## src/rtl/usb_bus_pkg.sv

```systemverilog
// Shared types and constants for the CW305 USB register-bus initiator: FSM
// states, bus idle levels and the phase-timing legality check.
package usb_bus_pkg;

  typedef enum logic [2:0] {
    ST_IDLE,
    ST_WDATA,
    ST_SETUP,
    ST_STROBE,
    ST_HOLD
  } state_e;

  localparam logic STROBE_INACTIVE = 1'b1;
  localparam logic CEN_INACTIVE    = 1'b1;

  // Width of the phase down-counter; bounds the longest programmable phase.
  localparam int TIMER_W = 8;

  function automatic bit timing_ok(input int setup, input int strobe, input int hold);
    return (setup  >= 1) && (setup  <= 2**TIMER_W) &&
           (strobe >= 1) && (strobe <= 2**TIMER_W) &&
           (hold   >= 1) && (hold   <= 2**TIMER_W);
  endfunction

endpackage

```

## src/rtl/usb_bus_phase_timer.sv

```systemverilog
// Phase down-counter: loaded with (phase length - 1) when a phase is entered,
// flags phase_done during the last cycle of that phase.
module usb_bus_phase_timer #(
  parameter int WIDTH = 8
) (
  input  logic             clk,
  input  logic             resetn,
  input  logic             load,
  input  logic [WIDTH-1:0] load_value,
  output logic             phase_done
);

  logic [WIDTH-1:0] count;

  // NOTE: sequential state uses non-blocking assignments so every flop samples
  // pre-edge values regardless of process ordering.
  always_ff @(posedge clk or negedge resetn) begin
    if (!resetn) begin
      count <= '0;
    end else if (load) begin
      count <= load_value;
    end else if (count != '0) begin
      count <= count - 1'b1;
    end
  end

  assign phase_done = (count == '0);

endmodule

```

## src/rtl/usb_reg_bus_master.sv

```systemverilog
// Initiator for the CW305 parallel USB register bus: turns read/write burst
// commands into setup/strobe/hold timed bus cycles and returns read bytes.
module usb_reg_bus_master
  import usb_bus_pkg::*;
#(
  parameter int pADDR_WIDTH   = 21,
  parameter int pBYTECNT_SIZE = 7,
  parameter int pSETUP        = 2,
  parameter int pSTROBE       = 3,
  parameter int pHOLD         = 1
) (
  input  logic                     clk,
  input  logic                     resetn,
  input  logic                     cmd_valid,
  output logic                     cmd_ready,
  input  logic                     cmd_write,
  input  logic [pADDR_WIDTH-1:0]   cmd_addr,
  input  logic [pBYTECNT_SIZE-1:0] cmd_len,
  input  logic                     wdata_valid,
  output logic                     wdata_ready,
  input  logic [7:0]               wdata,
  output logic                     rd_valid,
  output logic [7:0]               rd_data,
  output logic                     busy,
  output logic [pADDR_WIDTH-1:0]   usb_addr,
  output logic [7:0]               usb_dout,
  output logic                     usb_doe,
  input  logic [7:0]               usb_din,
  output logic                     usb_rdn,
  output logic                     usb_wrn,
  output logic                     usb_cen
);

  if (!timing_ok(pSETUP, pSTROBE, pHOLD)) begin : g_bad_timing
    $error("usb_reg_bus_master: pSETUP, pSTROBE and pHOLD must each be in 1..%0d", 2**TIMER_W);
  end

  localparam logic [TIMER_W-1:0] SETUP_LOAD  = TIMER_W'(pSETUP - 1);
  localparam logic [TIMER_W-1:0] STROBE_LOAD = TIMER_W'(pSTROBE - 1);
  localparam logic [TIMER_W-1:0] HOLD_LOAD   = TIMER_W'(pHOLD - 1);

  state_e                   state, next_state;
  logic                     is_write;
  logic                     cur_write;
  logic [pBYTECNT_SIZE-1:0] beats;
  logic                     cmd_fire, wdata_fire, last_beat;
  logic                     phase_done, timer_load;
  logic [TIMER_W-1:0]       timer_value;
  logic                     read_sample;
  logic                     bus_phase;

  assign cmd_fire   = cmd_valid & cmd_ready;
  assign wdata_fire = wdata_valid & wdata_ready;
  assign last_beat  = (beats == '0);
  // The direction of a newly accepted command must steer the outputs
  // registered on the same edge it is latched.
  assign cur_write  = cmd_fire ? cmd_write : is_write;

  // NOTE: every combinational output gets a default first so no path through
  // the case leaves it unassigned (which would infer a latch).
  always_comb begin
    next_state = state;
    unique case (state)
      ST_IDLE:   if (cmd_fire)   next_state = cmd_write ? ST_WDATA : ST_SETUP;
      ST_WDATA:  if (wdata_fire) next_state = ST_SETUP;
      ST_SETUP:  if (phase_done) next_state = ST_STROBE;
      ST_STROBE: if (phase_done) next_state = ST_HOLD;
      ST_HOLD:   if (phase_done) next_state = last_beat ? ST_IDLE
                                            : (is_write ? ST_WDATA : ST_SETUP);
      default:   next_state = ST_IDLE;
    endcase
  end

  always_comb begin
    timer_value = '0;
    case (next_state)
      ST_SETUP:  timer_value = SETUP_LOAD;
      ST_STROBE: timer_value = STROBE_LOAD;
      ST_HOLD:   timer_value = HOLD_LOAD;
      default:   timer_value = '0;
    endcase
  end

  assign timer_load  = (next_state != state);
  assign read_sample = (state == ST_STROBE) && phase_done && !is_write;
  assign bus_phase   = (next_state == ST_SETUP) || (next_state == ST_STROBE) ||
                       (next_state == ST_HOLD);

  usb_bus_phase_timer #(
    .WIDTH (TIMER_W)
  ) u_phase_timer (
    .clk        (clk),
    .resetn     (resetn),
    .load       (timer_load),
    .load_value (timer_value),
    .phase_done (phase_done)
  );

  // NOTE: only control and bus-visible registers carry a reset; all of them
  // must return to idle levels the moment resetn falls, even mid-strobe.
  always_ff @(posedge clk or negedge resetn) begin
    if (!resetn) begin
      state       <= ST_IDLE;
      is_write    <= 1'b0;
      beats       <= '0;
      cmd_ready   <= 1'b1;
      busy        <= 1'b0;
      wdata_ready <= 1'b0;
      usb_cen     <= CEN_INACTIVE;
      usb_rdn     <= STROBE_INACTIVE;
      usb_wrn     <= STROBE_INACTIVE;
      usb_doe     <= 1'b0;
      usb_addr    <= '0;
      usb_dout    <= '0;
      rd_data     <= '0;
      rd_valid    <= 1'b0;
    end else begin
      state       <= next_state;
      cmd_ready   <= (next_state == ST_IDLE);
      busy        <= (next_state != ST_IDLE);
      wdata_ready <= (next_state == ST_WDATA);
      usb_cen     <= (next_state == ST_IDLE) ? CEN_INACTIVE : ~CEN_INACTIVE;
      usb_wrn     <= (next_state == ST_STROBE && cur_write)  ? ~STROBE_INACTIVE : STROBE_INACTIVE;
      usb_rdn     <= (next_state == ST_STROBE && !cur_write) ? ~STROBE_INACTIVE : STROBE_INACTIVE;
      usb_doe     <= cur_write && bus_phase;
      rd_valid    <= read_sample;

      if (read_sample) rd_data  <= usb_din;
      if (wdata_fire)  usb_dout <= wdata;

      if (cmd_fire) begin
        is_write <= cmd_write;
        beats    <= cmd_len;
        usb_addr <= cmd_addr;
      end else if (state == ST_HOLD && phase_done && !last_beat) begin
        beats    <= beats - 1'b1;
        usb_addr <= usb_addr + 1'b1;
      end
    end
  end

endmodule
```

## config.mk

```make
export PLATFORM = sky130hd
export DESIGN_NAME = usb_reg_bus_master
export DESIGN_NICKNAME = d
export VERILOG_FILES = /design/src/rtl/usb_bus_pkg.sv /design/src/rtl/usb_bus_phase_timer.sv /design/src/rtl/usb_reg_bus_master.sv
export SDC_FILE = /design/constraint.sdc
export NUM_CORES = 1
export LEC_CHECK = 0
export ABC_CLOCK_PERIOD_IN_PS = 3100
export BUFFER_PORTS_ARGS = -buffer_cell sky130_fd_sc_hd__buf_4
export CELL_PAD_IN_SITES_DETAIL_PLACEMENT = 1
export CELL_PAD_IN_SITES_GLOBAL_PLACEMENT = 2
export CORE_MARGIN = 1.5
export CORE_UTILIZATION = 31
export DETAILED_ROUTE_END_ITERATION = 16
export GPL_TIMING_DRIVEN = 0
export HOLD_SLACK_MARGIN = 0.02
export PLACE_DENSITY_LB_ADDON = 0.1
export SYNTH_ARGS = -nofsm -noshare
export SYNTH_HDL_FRONTEND = slang
export SYNTH_SLANG_ARGS = --single-unit
```

## constraint.sdc

```tcl
create_clock -name clk -period 3.1 [get_ports clk]
set_clock_uncertainty 0.15 [all_clocks]
set_input_delay 0.93 -clock clk [delete_from_list [all_inputs] [get_ports clk]]
set_output_delay 0.93 -clock clk [all_outputs]
set_load 0.05 [all_outputs]
```

== Word-level counts from Yosys, hierarchy flattened ==
Index checks and enable logic that the tools add are counted.

* Flip-flop bits (word level): 64
* Input port bits: 49
* Logic and storage cells: 69

* Add/sub/neg operators: 3
* Equality and inequality tests: 9
* Muxes and demuxes: 20
* Bitwise gates (word level): 2
* Reductions and logical operators: 20

{| class="wikitable"
|+ Operators by type and width
! cell !! count
|-
| 21-bit two-way mux || 2
|-
| 21-bit by 1-bit adder with 21-bit output (second input constant) || 1
|-
| 8-bit two-way mux || 2
|-
| 3-bit two-way mux || 5
|-
| 3-bit one-hot mux with 5 select lines || 1
|-
| 7-bit two-way mux || 2
|-
| 3-bit by 2-bit == test with 1-bit output (second input constant) || 4
|-
| 8-bit logical NOT || 1
|-
| 8-bit nonzero test || 1
|-
| 8-bit by 1-bit subtractor with 8-bit output (second input constant) || 1
|-
| 1-bit logical AND || 7
|-
| 7-bit logical NOT || 1
|-
| 7-bit by 1-bit subtractor with 7-bit output (second input constant) || 1
|-
| 3-bit by 1-bit == test with 1-bit output (second input constant) || 2
|-
| 3-bit == test (second input constant) || 2
|-
| 3-bit logical NOT || 2
|-
| 2-bit two-way mux || 3
|-
| 1-bit two-way mux || 4
|-
| 2-bit one-hot mux with 2 select lines || 1
|-
| 2-bit nonzero test || 2
|-
| 1-bit logical NOT || 3
|-
| 3-bit != test || 1
|-
| 3-bit nonzero test || 1
|-
| 1-bit bitwise AND || 2
|-
| 1-bit logical OR || 2
|}

== Logic depth before layout (Yosys ltp) ==
* Word-level depth: 8
* Depth in mapped cells: 8

== Cells and area by module ==
Synthesis repeated with hierarchy kept, for this count alone.

* Cell total of the unflattened synthesis: 321
* Area, all modules: 3281.9 um^2

{| class="wikitable"
|+ Modules (own cells, without submodules)
! module !! times used !! cells an instance !! area each (um^2)
|-
| usb_reg_bus_master || 1 || 267 || 2805.2
|-
| usb_bus_phase_timer || 1 || 54 || 476.7
|}

== Worst setup path after synthesis ==
No wires, ideal clock.

* Path kind: register to register
* Start: register usb_addr[0]
* End: register usb_addr[20]
* Library setup time: 0.070 ns
* Data arrival time: 2.060 ns
* Setup slack: 0.821 ns
* Stages on the path, launching flop included: 7
* Path buffers: 0
* Cell sequence: dfrtp_1 ha_1 and3_2 nand4bb_4 or2_0 or4_1 nand3_1

* Longest elaborated chain between the ends: 3

{| class="wikitable"
|+ Ends and longest elaborated chain
! element !! RTL line !! text
|-
| start: declaration || usb_reg_bus_master.sv:25 || <nowiki>output logic [pADDR_WIDTH-1:0] usb_addr,</nowiki>
|-
| start signal: assignment || usb_reg_bus_master.sv:134 || <nowiki>usb_addr <= cmd_addr;</nowiki>
|-
| start signal: assignment || usb_reg_bus_master.sv:137 || <nowiki>usb_addr <= usb_addr + 1'b1;</nowiki>
|-
| 21-bit by 1-bit adder with 21-bit output || usb_reg_bus_master.sv:137 ||
|-
| 21-bit two-way mux || usb_reg_bus_master.sv:135 || <nowiki>end else if (state == ST_HOLD && phase_done && !last_beat) begin</nowiki>
|-
| 21-bit two-way mux || usb_reg_bus_master.sv:131 || <nowiki>if (cmd_fire) begin</nowiki>
|}

No other way between the ends. The select of a mux whose other input is x is not followed.
A chain may end at the register's enable or synchronous reset.

== Worst setup path after layout ==
* Start: register u_phase_timer.count[0]
* End: register rd_data[1]

* Longest elaborated chain between the ends: 3

{| class="wikitable"
|+ Ends and longest elaborated chain
! element !! RTL line !! text
|-
| start: declaration || usb_bus_phase_timer.sv:13 || <nowiki>logic [WIDTH-1:0] count;</nowiki>
|-
| start signal: assignment || usb_bus_phase_timer.sv:21 || <nowiki>count <= load_value;</nowiki>
|-
| start signal: assignment || usb_bus_phase_timer.sv:23 || <nowiki>count <= count - 1'b1;</nowiki>
|-
| 8-bit logical NOT || usb_bus_phase_timer.sv:27 || <nowiki>assign phase_done = (count == '0);</nowiki>
|-
| 1-bit logical AND (2 in series) || usb_reg_bus_master.sv:85 || <nowiki>assign read_sample = (state == ST_STROBE) && phase_done && !is_write;</nowiki>
|-
| named net read_sample || usb_reg_bus_master.sv:49 || <nowiki>logic read_sample;</nowiki>
|-
| end signal: assignment || usb_reg_bus_master.sv:128 || <nowiki>if (read_sample) rd_data <= usb_din;</nowiki>
|-
| end: declaration || usb_reg_bus_master.sv:23 || <nowiki>output logic [7:0] rd_data,</nowiki>
|}

The timed path passes the listed nets, and every way through them passes these cells.

==> metrics.md <==
| Metric | Value |
|---|---|
| Root buf cell | `clkbuf_8` |
| Gpl congestion | `0.749` |
| CTS tree | `yes` |
| Number of global-route vias before repair | `a little under 3000` |
| Layout cells sized above 1 | `between 30% and 40%` |
| Die span in y | `approximately 110 µm` |
| Distinct cells, synth | `56` |
| Clock network fraction of total power | `between 40% and 50%` |
| Max Root-Sink Buffers | `2` |
| TNS Setup | `0 ns` |
| Int Pwr | `roughly 1.2 mW` |
| Finish-stage setup viols | `0` |
| DIE AREA | `~0.011 mm²` |
| Synth area leaders | `dfrtp_1, mux2_2, xnor2_1, nand2_1, o21ai_0` |
| Mapped Area | `approximately 0.0033 mm²` |
| CTS-repair resized insts | `0` |
| Peak supply drop | `0.000195 V` |
| Register area share after synthesis | `between 40% and 50%` |
| Post-route minimum period | `about 2.7 ns` |
| Global-route wire length before repair | `14800 µm` |
| Top-area cell type share of the netlist area | `~46%` |
| Comb pwr share | `4.0%` |
| Ant. Diodes | `0` |
| Final Instance Area | `about 0.0043 mm²` |
| Worst slew pin tran | `around 0.82 ns` |
| Post-layout net count | `485` |
| First drt pass iteration count | `4` |
| Worst slew margin | `between 40% and 50%` |
| Dpl hpwl | `around 6600 µm` |
| Detailed Route WL | `8880 µm` |
| Initial cell density of the core | `31.8%` |
| RSZ-0062 raised after global routing | `false` |
| Clk sink count | `63` |
| # DRC | `0` |
| Overflow after GRT | `0` |
| Req. time, crit path | `approximately 3.2 ns` |
| Routed Antenna Nets | `0` |
| Sw power | `just under 400 µW` |
| Vias/cell | `just under 5` |
| Synth Register Bits | `between 60 and 70` |
| Commonest non-fill, non-tap cell in the layout | `buf_4` |
| Worst-skew pair later-pin latency | `~0.35 ns` |
| Fin crit share | `87.0%` |
| P_leak | `about 1.9 nW` |
| Synth Flop Type | `dfrtp_1` |
| Routed len/inst | `15.5 µm` |
| Synth Net Count | `between 300 and 400` |
| YS warnings | `0` |
| Hold Path Class | `reg2reg` |
| Outcome | `finished, final reports clean` |
| Hold Vio Cnt, Final | `0` |
| Die span in x | `about 110 µm` |
| Synth Area per Inst | `around 10 µm²` |
| Boundary pin count | `94` |
| Storage cell area | `0.00158 mm²` |
| Asr flop ratio synth | `100%` |
| Initial antenna violation count | `0` |
| Placed cell area | `slightly above 0.004 mm²` |
| Number of fill cells | `roughly 1200` |
| Worst Setup Start Kind | `register` |
| Gr usage total | `approximately 17%` |
| CP Max Fanout | `9` |
| CTS clk-pin slew, worst paths | `approximately 0.080 ns` |
| Max Cap Viol | `0` |
| Core ar. | `between 0.01 and 0.015 mm²` |
| EDFF count, synth | `0` |
| Vias | `2811` |
| Worst setup EP type | `register` |
| Synth area leader | `dfrtp_1` |
| Multi-input logic area | `between 0.0015 and 0.002 mm²` |
| Total CTS buffers | `9` |
| Max frequency | `0.371 GHz` |
| Synth-to-layout area growth | `32.7%` |
| Post-CTS Setup Repair Bufs | `0` |
| Crit path DAT | `roughly 2.8 ns` |
| Power Dens Cells | `375 mW/mm²` |
| Worst Setup Path Type | `reg2reg` |
| Initial drt markers | `between 80 and 90` |
| Number of buffers added on ports | `between 90 and 100` |
| Max-slew violation count | `0` |
| Largest net degree at the start of global routing | `64` |
| Row count | `37` |
| Synth Instances | `329` |
| Reg power frac | `approximately half` |
| Net Sw Frac | `a little under a quarter` |
| CTS H-tree lvls | `3` |
| CTS Hold Bufs | `0` |
| Most frequent cells in the layout | `buf_4, dfrtp_1, nand2_1, nor2_1, o21ai_0` |
flip-flops by register name, summed over array words and instances, names as in the netlist:
signal	count
usb_addr	21
rd_data	8
u_phase_timer.count	8
usb_dout	8
beats	7
state	3
busy	1
cmd_ready	1
is_write	1
rd_valid	1
usb_doe	1
usb_rdn	1
usb_wrn	1
wdata_ready	1
layer usage:
layer / part of all wire [%] / track usage [%] / vias to the layer above / wire [µm]
met5: 0 / 0 / - / 0
met4: 1.1 / 5.48 / 0 / 101
met3: 5.5 / 3.53 / 9 / 492
met2: 45 / 27.0 / 87 / 4040
met1: 48 / 23.0 / 1340 / 4250
li1: - / - / 1375 / -
cell usage after synthesis (4+ instances only):
cell type / n
nand2_1: 38
nor2_1: 24
a21oi_1: 13
nand2b_1: 4
nor3b_1: 4
o21ai_0: 21
clkbuf_1: 12
nor3_1: 11
and2_1: 4
inv_1: 7
nor2b_1: 4
xnor2_1: 19
nand4_1: 8
a31oi_1: 4
or3_1: 5
xor2_1: 5
nand3_1: 14
mux2_2: 16
dfrtp_1: 60
mux2i_1: 5
kinds of logic after synthesis:
family                     Yosys count  synth area share (%)
DFF                                 63                  48.6
buffers and inverters               21                  2.58
xor gates and xnor gates            24                  6.46
AOI/OAI and AO/OA                   54                  10.0
and+or+nand+nor                    143                  24.1
adders and majority gates            3                  1.15
muxes                               21                  7.08
path summary, 6_finish.rpt:
path	from	to	slack, ns	cells after the start
min reg2reg	usb_dout[5]	usb_dout[5]	0.36	1
min in group asynchronous	resetn	u_phase_timer.count[5]	0.53	1
min	usb_dout[5]	usb_dout[5]	0.36	1
max	u_phase_timer.count[0]	rd_data[1]	0.40	6
max reg2reg	u_phase_timer.count[0]	rd_data[1]	0.40	6
max in group asynchronous	resetn	usb_addr[10]	1.74	1
power by group through the flow:
stage / clock (mW) / sequential, mW / combinational (mW)
floorplan: 0 / 0.838 / 0.000590
global placement: 0 / 0.837 / 0.0661
detailed placement: 0 / 0.837 / 0.0664
CTS: 0.758 / 0.821 / 0.0666
global route: 0.783 / 0.821 / 0.0725
finish: 0.733 / 0.821 / 0.0642
layout make-up:
class	instances	share of cell area, %
multi-input cells	245	36.8
flip-flops and latches	63	36.6
repair buffers	93	16.2
well taps	136	3.94
clock buffers	9	2.87
clock inverters	7	1.68
plain buffers	14	1.33
inverters	7	0.609
worst max-delay path, stage by stage (launching register included):
cell and delay, ns:
dfrtp_1 0.42, inv_1 0.09, ha_1 0.19, nor3b_2 0.35, nand3b_1 0.32, nor3_2 0.65, mux2_2 0.41
per-stage QoR:
stage	hold slack, ns	setup WS (ns)	utilization, %	std cells	power [mW]
after floorplan	0.357	0.821	-	329	0.838
after global placement	0.338	0.362	40.3	558	0.903
after detailed placement	0.347	0.359	40.3	558	0.904
after CTS	0.364	0.340	42.2	574	1.65
after global routing	0.382	0.166	42.2	574	1.68
final	0.358	0.403	42.2	574	1.62
Note: power is estimated with default switching activity, not from simulation.
